$ cat src/rtl/regfile_wb_arbiter.sv
// Write-back controller: round-robin shares the register file's single write port among
// the ALU, load and mul/div producers, and tracks pending destinations for decode.
module regfile_wb_arbiter #(
  parameter int DATA_WIDTH = 32,
  parameter int ADDR_WIDTH = 5
) (
  input  logic                    clk,
  input  logic                    rst,
  input  logic [2:0]              req_valid,
  input  logic [3*ADDR_WIDTH-1:0] req_addr,
  input  logic [3*DATA_WIDTH-1:0] req_data,
  output logic [2:0]              req_ready,
  input  logic                    reserve_valid,
  input  logic [ADDR_WIDTH-1:0]   reserve_addr,
  input  logic [ADDR_WIDTH-1:0]   rs_addr,
  input  logic [ADDR_WIDTH-1:0]   rt_addr,
  output logic                    rs_busy,
  output logic                    rt_busy,
  output logic                    reg_write,
  output logic [ADDR_WIDTH-1:0]   write_register,
  output logic [DATA_WIDTH-1:0]   write_data,
  output logic [(1<<ADDR_WIDTH)-1:0] pending,
  output logic                    wb_error
);

  localparam int NREG = 1 << ADDR_WIDTH;

  // Handshake: a producer transfers on a rising edge where req_valid[i] & req_ready[i];
  // it holds addr/data stable until then and may drop valid (abandoning the request).
  // req_ready is combinational, one-hot at most, and never depends on a valid bit that is low.

  logic [1:0]            last_q;
  logic [1:0]            p0, p1, p2;
  logic [1:0]            grant_idx;
  logic                  grant_any;
  logic [ADDR_WIDTH-1:0] sel_addr;
  logic [DATA_WIDTH-1:0] sel_data;
  logic                  wr_en_q;
  logic [NREG-1:0]       pending_q;
  logic [NREG-1:0]       set_vec;
  logic [NREG-1:0]       clr_vec;
  logic [NREG-1:0]       pending_nxt;
  logic                  set_req;
  logic                  res_conflict;
  logic                  clr_unreserved;

  // Search order starts just after the last winner.
  always_comb begin
    p0 = 2'd0;
    p1 = 2'd1;
    p2 = 2'd2;
    case (last_q)
      2'd0: begin p0 = 2'd1; p1 = 2'd2; p2 = 2'd0; end
      2'd1: begin p0 = 2'd2; p1 = 2'd0; p2 = 2'd1; end
      default: begin p0 = 2'd0; p1 = 2'd1; p2 = 2'd2; end
    endcase
  end

  always_comb begin
    grant_any = 1'b0;
    grant_idx = 2'd0;
    if (req_valid[p0]) begin
      grant_any = 1'b1;
      grant_idx = p0;
    end else if (req_valid[p1]) begin
      grant_any = 1'b1;
      grant_idx = p1;
    end else if (req_valid[p2]) begin
      grant_any = 1'b1;
      grant_idx = p2;
    end
    if (rst) begin
      grant_any = 1'b0;
    end
    req_ready = grant_any ? (3'b001 << grant_idx) : 3'b000;
  end

  always_comb begin
    sel_addr = req_addr[ADDR_WIDTH-1:0];
    sel_data = req_data[DATA_WIDTH-1:0];
    case (grant_idx)
      2'd1: begin
        sel_addr = req_addr[2*ADDR_WIDTH-1:ADDR_WIDTH];
        sel_data = req_data[2*DATA_WIDTH-1:DATA_WIDTH];
      end
      2'd2: begin
        sel_addr = req_addr[3*ADDR_WIDTH-1:2*ADDR_WIDTH];
        sel_data = req_data[3*DATA_WIDTH-1:2*DATA_WIDTH];
      end
      default: begin
        sel_addr = req_addr[ADDR_WIDTH-1:0];
        sel_data = req_data[DATA_WIDTH-1:0];
      end
    endcase
  end

  // Scoreboard: a reserve on the same edge as the clearing write wins, since it
  // belongs to a newer producer of that register.
  always_comb begin
    set_req = reserve_valid && (reserve_addr != '0);
    set_vec = '0;
    clr_vec = '0;
    if (set_req) begin
      set_vec[reserve_addr] = 1'b1;
    end
    if (wr_en_q) begin
      clr_vec[write_register] = 1'b1;
    end
    pending_nxt    = (pending_q & ~clr_vec) | set_vec;
    pending_nxt[0] = 1'b0;
    res_conflict   = set_req && pending_q[reserve_addr] &&
                     !(wr_en_q && (write_register == reserve_addr));
    clr_unreserved = wr_en_q && !pending_q[write_register];
  end

  always_ff @(posedge clk) begin
    if (rst) begin
      last_q         <= 2'd2;
      wr_en_q        <= 1'b0;
      write_register <= '0;
      write_data     <= '0;
      pending_q      <= '0;
      wb_error       <= 1'b0;
    end else begin
      if (grant_any) begin
        last_q <= grant_idx;
      end
      wr_en_q <= grant_any && (sel_addr != '0);
      if (grant_any && (sel_addr != '0)) begin
        write_register <= sel_addr;
        write_data     <= sel_data;
      end
      pending_q <= pending_nxt;
      if (res_conflict || clr_unreserved) begin
        wb_error <= 1'b1;
      end
    end
  end

  // Masking with rst drops a write already in flight when reset arrives mid-operation.
  assign reg_write = wr_en_q & ~rst;
  assign pending   = pending_q;
  assign rs_busy   = pending_q[rs_addr];
  assign rt_busy   = pending_q[rt_addr];

endmodule

$ cat config.mk
export PLATFORM = sky130hd
export DESIGN_NAME = regfile_wb_arbiter
export DESIGN_NICKNAME = d
export VERILOG_FILES = /design/src/rtl/regfile_wb_arbiter.sv
export SDC_FILE = /design/constraint.sdc
export NUM_CORES = 1
export LEC_CHECK = 0
export CAP_MARGIN = 20
export CORE_AREA = 2 2 127 98
export CTS_BUF_LIST = sky130_fd_sc_hd__clkbuf_4 sky130_fd_sc_hd__clkbuf_8
export DETAILED_ROUTE_END_ITERATION = 16
export DIE_AREA = 0 0 129 100
export PLACE_DENSITY = 0.82
export SYNTH_ARGS = -nofsm -noshare
export SYNTH_HDL_FRONTEND = slang
export SYNTH_SLANG_ARGS = --single-unit
$ cat constraint.sdc
create_clock -name clk -period 2.8 [get_ports clk]
set_input_delay 0.56 -clock clk [delete_from_list [all_inputs] [get_ports clk]]
set_output_delay 0.56 -clock clk [all_outputs]
set_load 0.02 [all_outputs]
==> results of run 1 <==
logic make-up after synthesis:
| group | synth area share |
|---|---|
| AOI/OAI and AO/OA | 0.290 |
| and+or+nand+nor | 0.195 |
| buffers and inverters | 0.0596 |
| DFF | 0.280 |
| muxes | 0.158 |
| xor gates and xnor gates | 0.00851 |
| adders and majority gates | 0.00729 |
| other | 0.000729 |
layout make-up:
cell class	count	area, µm²	share of cell area
multi-input cells	489	3480	0.429
repair buffers	279	2750	0.338
flip-flops and latches	72	1440	0.178
well taps	166	208	0.0256
clock buffers	12	165	0.0203
clock inverters	4	51.3	0.00632
inverters	6	22.5	0.00277
diodes	1	2.50	0.000308
per-layer routing:
| metal | GRT usage | part of all wire |
|---|---|---|
| met5 | 0 | 0 |
| met4 | 0.130 | 0.034 |
| met3 | 0.104 | 0.10 |
| met2 | 0.477 | 0.46 |
| met1 | 0.409 | 0.40 |
worst max path at each step:
stage,slack [ns],start,to,cells after the start
final,0.03,rt_addr[0],rt_busy,6
after global routing,-0.01,req_valid[2],write_data[29],12
after CTS,-0.04,rs_addr[0],rs_busy,6
after detailed placement,-0.77,rs_addr[0],rs_busy,6
after global placement,-0.75,rt_addr[0],rt_busy,6
after floorplan,0.16,rs_addr[1],rs_busy,6
cell usage after synthesis (2+ instances only):
library cell / n
buf_1: 8
o21ai_0: 38
and3b_1: 3
dfxtp_1: 72
a31oi_1: 33
xor2_1: 4
o221ai_1: 2
nand2b_1: 35
o31ai_1: 3
a22oi_1: 68
nand2_1: 44
and3_1: 4
clkbuf_1: 39
mux2_2: 18
nor3b_1: 4
or3b_2: 2
or2_2: 2
nand3b_1: 3
inv_1: 6
nand3_1: 38
a21oi_1: 36
mux4_2: 20
o22ai_1: 3
nor4_1: 3
or3_1: 2
a22o_1: 6
and2_1: 4
mux2i_1: 16
nor2b_1: 3
a211oi_1: 32
nor3_1: 5
nor2_1: 43
buf_2: 20
ha_1: 3
power by group through the flow:
stage          clock network, mW  registers [mW]  logic (mW)
2_1_floorplan                  0            1.32       0.640
3_3_place_gp                   0            1.24        1.36
3_5_place_dp                   0            1.25        1.40
4_1_cts                    0.908            1.22        1.41
5_1_grt                    0.947            1.24        1.55
6_report                   0.902            1.23        1.46
registers in the layout, summed over array words and instances, names as in the netlist:
signal and flops:
write_data 32, pending 31, write_register 5, wr_en_q 1
wb_error 1, last_q 2
stage by stage:
stage,hold WS [ns],setup TNS (ns)
after floorplan,0.506,0
after global placement,0.489,-9.09
after detailed placement,0.503,-13.34
after CTS,0.514,-0.0364
after global routing,0.546,-0.0154
final,0.514,0
worst register-to-register path, stage by stage (launching register included):
cell and delay [ns]:
dfxtp_1 0.40, nor2b_2 0.07, o22ai_1 0.14, nand2_2 0.13
ha_2 0.24, buf_4 0.15, a22o_1 0.19, mux2i_2 0.22
and3_4 0.26, buf_12 0.20, nand3_1 0.11, a31oi_1 0.19
layout by cell type, fill, tap and decap left out, types with 3 or more instances in the layout:
cell / n
nand2b_1: 35
clkdlybuf4s50_1: 196
a211oi_2: 8
o22ai_1: 3
nor3b_1: 4
o31ai_1: 3
o21ai_0: 37
nor2_1: 42
nand3_1: 38
buf_6: 5
nand2_1: 43
a211oi_1: 24
mux2i_1: 15
xor2_1: 4
dfxtp_1: 72
and3b_1: 3
a21oi_1: 36
a31oi_1: 33
a22oi_1: 68
nor3_1: 5
mux2_2: 16
inv_1: 6
clkbuf_8: 12
a22o_1: 6
nor4_1: 3
nand3b_1: 3
and2_1: 4
buf_4: 62
buf_12: 8
mux4_2: 20
and3_1: 3
repair_timing:
item	in CTS	in global routing
resized for setup	33	22
cloned	2	0
setup endpoints to repair	5	41
==> reports/qor.txt, run 1 <==
Worst R2R Path Depth: 11
Post-synth top area share: 0.280
Reg2reg start: last_q[1]
WP buf/inv: 3
Area after DPL: 0.00777 mm²
Routed vias: 6350
Pwr Density: 442 mW/mm²
I/O Buffers: 206
CTS buffer count: 9
Post-synthesis net count: 770
Max VDD drop: 0.000264 V
Final Total Pwr: 3.59 mW
Max Cap Viol: 0
Number of global-route vias before repair: 6127
Finished Layout Cells: 1029
Drt wl/cell: 20.2 µm
Worst Tran Pin Value: 0.688 ns
CP Data Arrival Time: 2.21 ns
Fillcell total: 912
Worst-path fanout max: 5
Post-CTS setup buffer count: 0
TritonCTS clock tree: built
H-tree Lvls: 3
Number of I/O pins: 208
Starting Density: 0.434
Post-route DRC: 0
Clk sinks: 72
Data required time of the worst path: 2.24 ns
Outcome: complete, no violations
Yosys cell types: 47
FF+latch count, synth: 72
NumNets Final: 992
Crit path launch type: primary input
Ys async rst share: 0
Flop pwr share: 0.342
CTS max path bufs: 2
Die height: 100 µm
Worst setup EP type: output port
First-pass GRT wire length: 31.8 mm
Final WS setup: 0.0285 ns
Logic gate share of total power: 0.407
Worst hold start: write_data[12]
Cell Rows: 35
Syn Inst Count: 635
Total GRT Usage: 0.313
Clock slew at reported path FFs: 0.07 ns
Largest net degree at the start of global routing: 49
Final Hold Viols: 0
Layout cells sized above 1: 0.180
Post-route cell area: 0.00812 mm²
Gpl congestion: 1.04
RR Endpoint: write_data[10]
Largest delay contributor family on the critical path: multiplexers
Pre-CTS setup slack: -0.766 ns
Dpl hpwl: 15.4 mm
Final Util: 0.684
Die X: 129 µm
Core ar.: 0.0119 mm²
Tmin final: 2.77 ns
Hold endpoint: write_data[12]
Grt ovf: 0
Sequential element share of the synthesized area: 0.280
Psw: 1.27 mW
Synth-to-Final Area Change: 57.8%
Area leader, netlist: dfxtp_1
Mean Syn Cell Area: 8.10 µm²
Die area: 0.0129 mm²
Max incr delay on CP: 0.50 ns
DP Cell Count: 1010
Post-synth EDFFs: 0
ANT nets after route: 0
Vias per cell: 6.17
Fin crit share: 0.990
Top cell by count, worst path: mux4_2
Top_reg_cell synth: dfxtp_1
Hold WC Path Type: flop to flop
Sw Share: 0.353
Worst clock skew: 0.0118 ns
Initial antenna violation count: 3
Crit Path Class: primary input to output port
Synth area leaders: dfxtp_1 (28%), a22oi_1 (9.9%), mux4_2 (8.8%), a211oi_1 (4.7%), nand2b_1 (4.3%)
Clk Latency, worst-skew pair: 0.35 ns
Flop2flop setup slack: 0.44 ns
Root buffer cell: clkbuf_8
# setup viols final: 0
YS warnings: 0
Max Clock Freq: 0.361 GHz
Internal: 2.32 mW
CP max stage cell: mux4_2
Critical path cell sequence: buf_4 > buf_12 > mux4_2 > mux4_2 > mux2_4 > buf_6
Clk network pwr share: 0.251
Post-Syn Area: 0.00515 mm²
DRT Wirelength: 20.8 mm
Max transition margin: 0.540
Cts-stage hold buffer count: 0
P_leak: 2.86 nW
Slew Viols, Final: 0
Hold depth: 2
Pre-antenna DRT Iters: 5
DR iter-0 viols: 669
Power figures use the tool's default switching activity.
==> run 2: changes to the inputs <==
--- a/config.mk
+++ b/config.mk
@@ -6,10 +6,10 @@
 export NUM_CORES = 1
 export LEC_CHECK = 0
 export CAP_MARGIN = 20
-export CORE_AREA = 2 2 127 98
+export CORE_AREA = 4 4 129 100
 export CTS_BUF_LIST = sky130_fd_sc_hd__clkbuf_4 sky130_fd_sc_hd__clkbuf_8
 export DETAILED_ROUTE_END_ITERATION = 16
-export DIE_AREA = 0 0 129 100
+export DIE_AREA = 0 0 133 104
 export PLACE_DENSITY = 0.82
 export SYNTH_ARGS = -nofsm -noshare
 export SYNTH_HDL_FRONTEND = slang
==> run 2 against run 1 <==
Routed wire length increased by 6.6%. Sequential power about the same. Combinational power increased by 5%. Largest cell class unchanged. Highest routed layer unchanged. Global-route usage down 1.7 points. Register-to-register slack worse by 0.17 ns. Critical path depth did not move. Fmax hardly changed. Via count is 2.1% higher. Largest power group unchanged. Die area is 7.2% higher.
==> reports/qor.txt, run 2 (same netlist as run 1, synthesis figures left out) <==
ANT nets after route: 0
Max incr delay on CP: 0.50 ns
Number of I/O pins: 208
Worst setup EP type: output port
Outcome: complete, no violations
Dpl hpwl: 16.1 mm
ANT cells: 0
Leading cell type in the layout, fill and taps excluded: clkdlybuf4s50_1
Hold WC Path Type: flop to flop
Clk sinks: 72
Largest delay contributor family on the critical path: multiplexers
CP Data Arrival Time: 2.21 ns
Die area: 0.0138 mm²
Max transition margin: 0.490
Area after DPL: 0.00778 mm²
Reg2reg start: last_q[1]
Clock slew at reported path FFs: 0.07 ns
Layout cells sized above 1: 0.197
First-pass GRT wire length: 33.1 mm
Most frequent cells in the layout: clkdlybuf4s50_1 (193), dfxtp_1 (72), buf_4 (66)
Pre-antenna DRT Iters: 6
RR Endpoint: write_data[12]
Core ar.: 0.0115 mm²
Worst R2R Path Depth: 13
Pre-CTS setup slack: -0.807 ns
CTS buffer count: 9
TritonCTS clock tree: built
DR iter-0 viols: 808
Worst clock skew: 0.0135 ns
Final WS setup: 0.0303 ns
Max reg flops: 32
Worst Tran Pin Value: 0.765 ns
CP max stage cell: mux4_2
Setup tns final: 0 ns
Final Util: 0.717
Total GRT Usage: 0.296
Post-route DRC: 0
Post-route cell area: 0.00827 mm²
Final Total Pwr: 3.66 mW
H-tree Lvls: 3
CTS max path bufs: 2
Max Clock Freq: 0.361 GHz
Cts-stage hold buffer count: 0
Slew Viols, Final: 0
Synth-to-Final Area Change: 60.7%
Biggest register: write_data
Crit path launch type: primary input
Max VDD drop: 0.000344 V
Worst-path fanout max: 4
NumNets Final: 1004
Final Hold Viols: 0
Die height: 104 µm
Fin crit share: 0.989
Tmin final: 2.77 ns
Vias per cell: 6.26
# setup viols final: 0
Cell Rows: 34
Crit Path Class: primary input to output port
Clk Latency, worst-skew pair: 0.36 ns
Gpl congestion: 1.02
Pwr Density: 442 mW/mm²
Grt ovf: 0
Critical path cell sequence: buf_2 > buf_6 > mux4_2 > mux4_2 > mux2_4 > buf_6
Max Cap Viol: 0
Fillcell total: 864
Starting Density: 0.446
Die X: 133 µm
Largest net degree at the start of global routing: 73
Critical path origin: rt_addr[0]
Routed vias: 6483
Data required time of the worst path: 2.24 ns
Root buffer cell: clkbuf_8
Number of global-route vias before repair: 6284
Unrepaired setup endpoints after global routing: no
Crit path to: rt_busy
Initial antenna violation count: 0
P_leak: 2.95 nW
Drt wl/cell: 21.4 µm
I/O Buffers: 206
WP buf/inv: 3
Critical path depth: 6
Flop2flop setup slack: 0.27 ns
DRT Wirelength: 22.2 mm
[run 2: cell count changes in the layout (fill, tap and decap cells not counted), sizes merged]
cell | before | now
buf | 78 | 89
clkdlybuf4s50 | 196 | 193
dlymetal6s2s | 0 | 2
clkdlybuf4s15 | 2 | 1
clkinvlp | 1 | 2
diode | 1 | 0
dlygate4sd2 | 2 | 3
inv | 6 | 7
[run 2: report_power, final]
part | internal (mW) | switching, mW | total (mW)
Combinational | 0.771 | 0.758 | 1.53
Clock | 0.439 | 0.440 | 0.879
Sequential | 1.12 | 0.127 | 1.25
[run 2: cell type report]
type	count	area, µm²	share of cell area
repair buffers	291	2890	0.349
clock buffers	10	138	0.0166
well taps	162	203	0.0245
clock inverters	6	67.6	0.00817
inverters	6	22.5	0.00272
flip-flops and latches	72	1440	0.174
multi-input cells	489	3510	0.424
[run 2: routing by layer]
metal | GRT usage | share of wire | routed length (µm) | up-vias
li1 | - | - | - | 2876
met1 | 0.375 | 0.38 | 8450 | 3075
met2 | 0.473 | 0.47 | 10500 | 462
met3 | 0.0914 | 0.12 | 2580 | 70
met4 | 0.109 | 0.029 | 650 | 0
met5 | 0 | 0 | 0 | -
[run 2: through the flow]
step,std cells,hold WS [ns]
after CTS,1028,0.513
final,1036,0.511
after detailed placement,1008,0.501
after floorplan,635,0.506
after global placement,1008,0.490
after global routing,1036,0.532
[run 2: what timing repair did]
| item | CTS | global route |
|---|---|---|
| pin swaps | 4 | 6 |
| setup endpoints to repair | 42 | 41 |
| gates resized for setup | 44 | 23 |
| setup buffers | 3 | 5 |
| cloned | 1 | 3 |
| endpoints found under the hold margin | 0 | 0 |
[run 2: how the worst min path moves through the flow]
| stage | startpoint | end | slack [ns] | depth (start not counted) |
|---|---|---|---|---|
| 5_1_grt | write_data[11] | write_data[11] | 0.53 | 2 |
| 3_3_place_gp | write_data[14] | write_data[14] | 0.49 | 2 |
| 6_report | write_data[27] | write_data[27] | 0.51 | 2 |
| 3_5_place_dp | write_data[31] | write_data[31] | 0.50 | 2 |
| 4_1_cts | write_data[13] | write_data[13] | 0.51 | 2 |
| 2_1_floorplan | last_q[1] | last_q[1] | 0.51 | 1 |
[run 2: worst reg2reg max path, stage by stage, from the launching register on]
cell and delay, ns:
dfxtp_1 0.44, nor2b_4 0.07, o22ai_2 0.13, nand2_2 0.15, ha_4 0.20, buf_12 0.14
a22o_1 0.19, mux2i_2 0.21, buf_4 0.17, and3_4 0.22, buf_12 0.13, buf_6 0.16
nand2b_1 0.12, a31oi_1 0.08
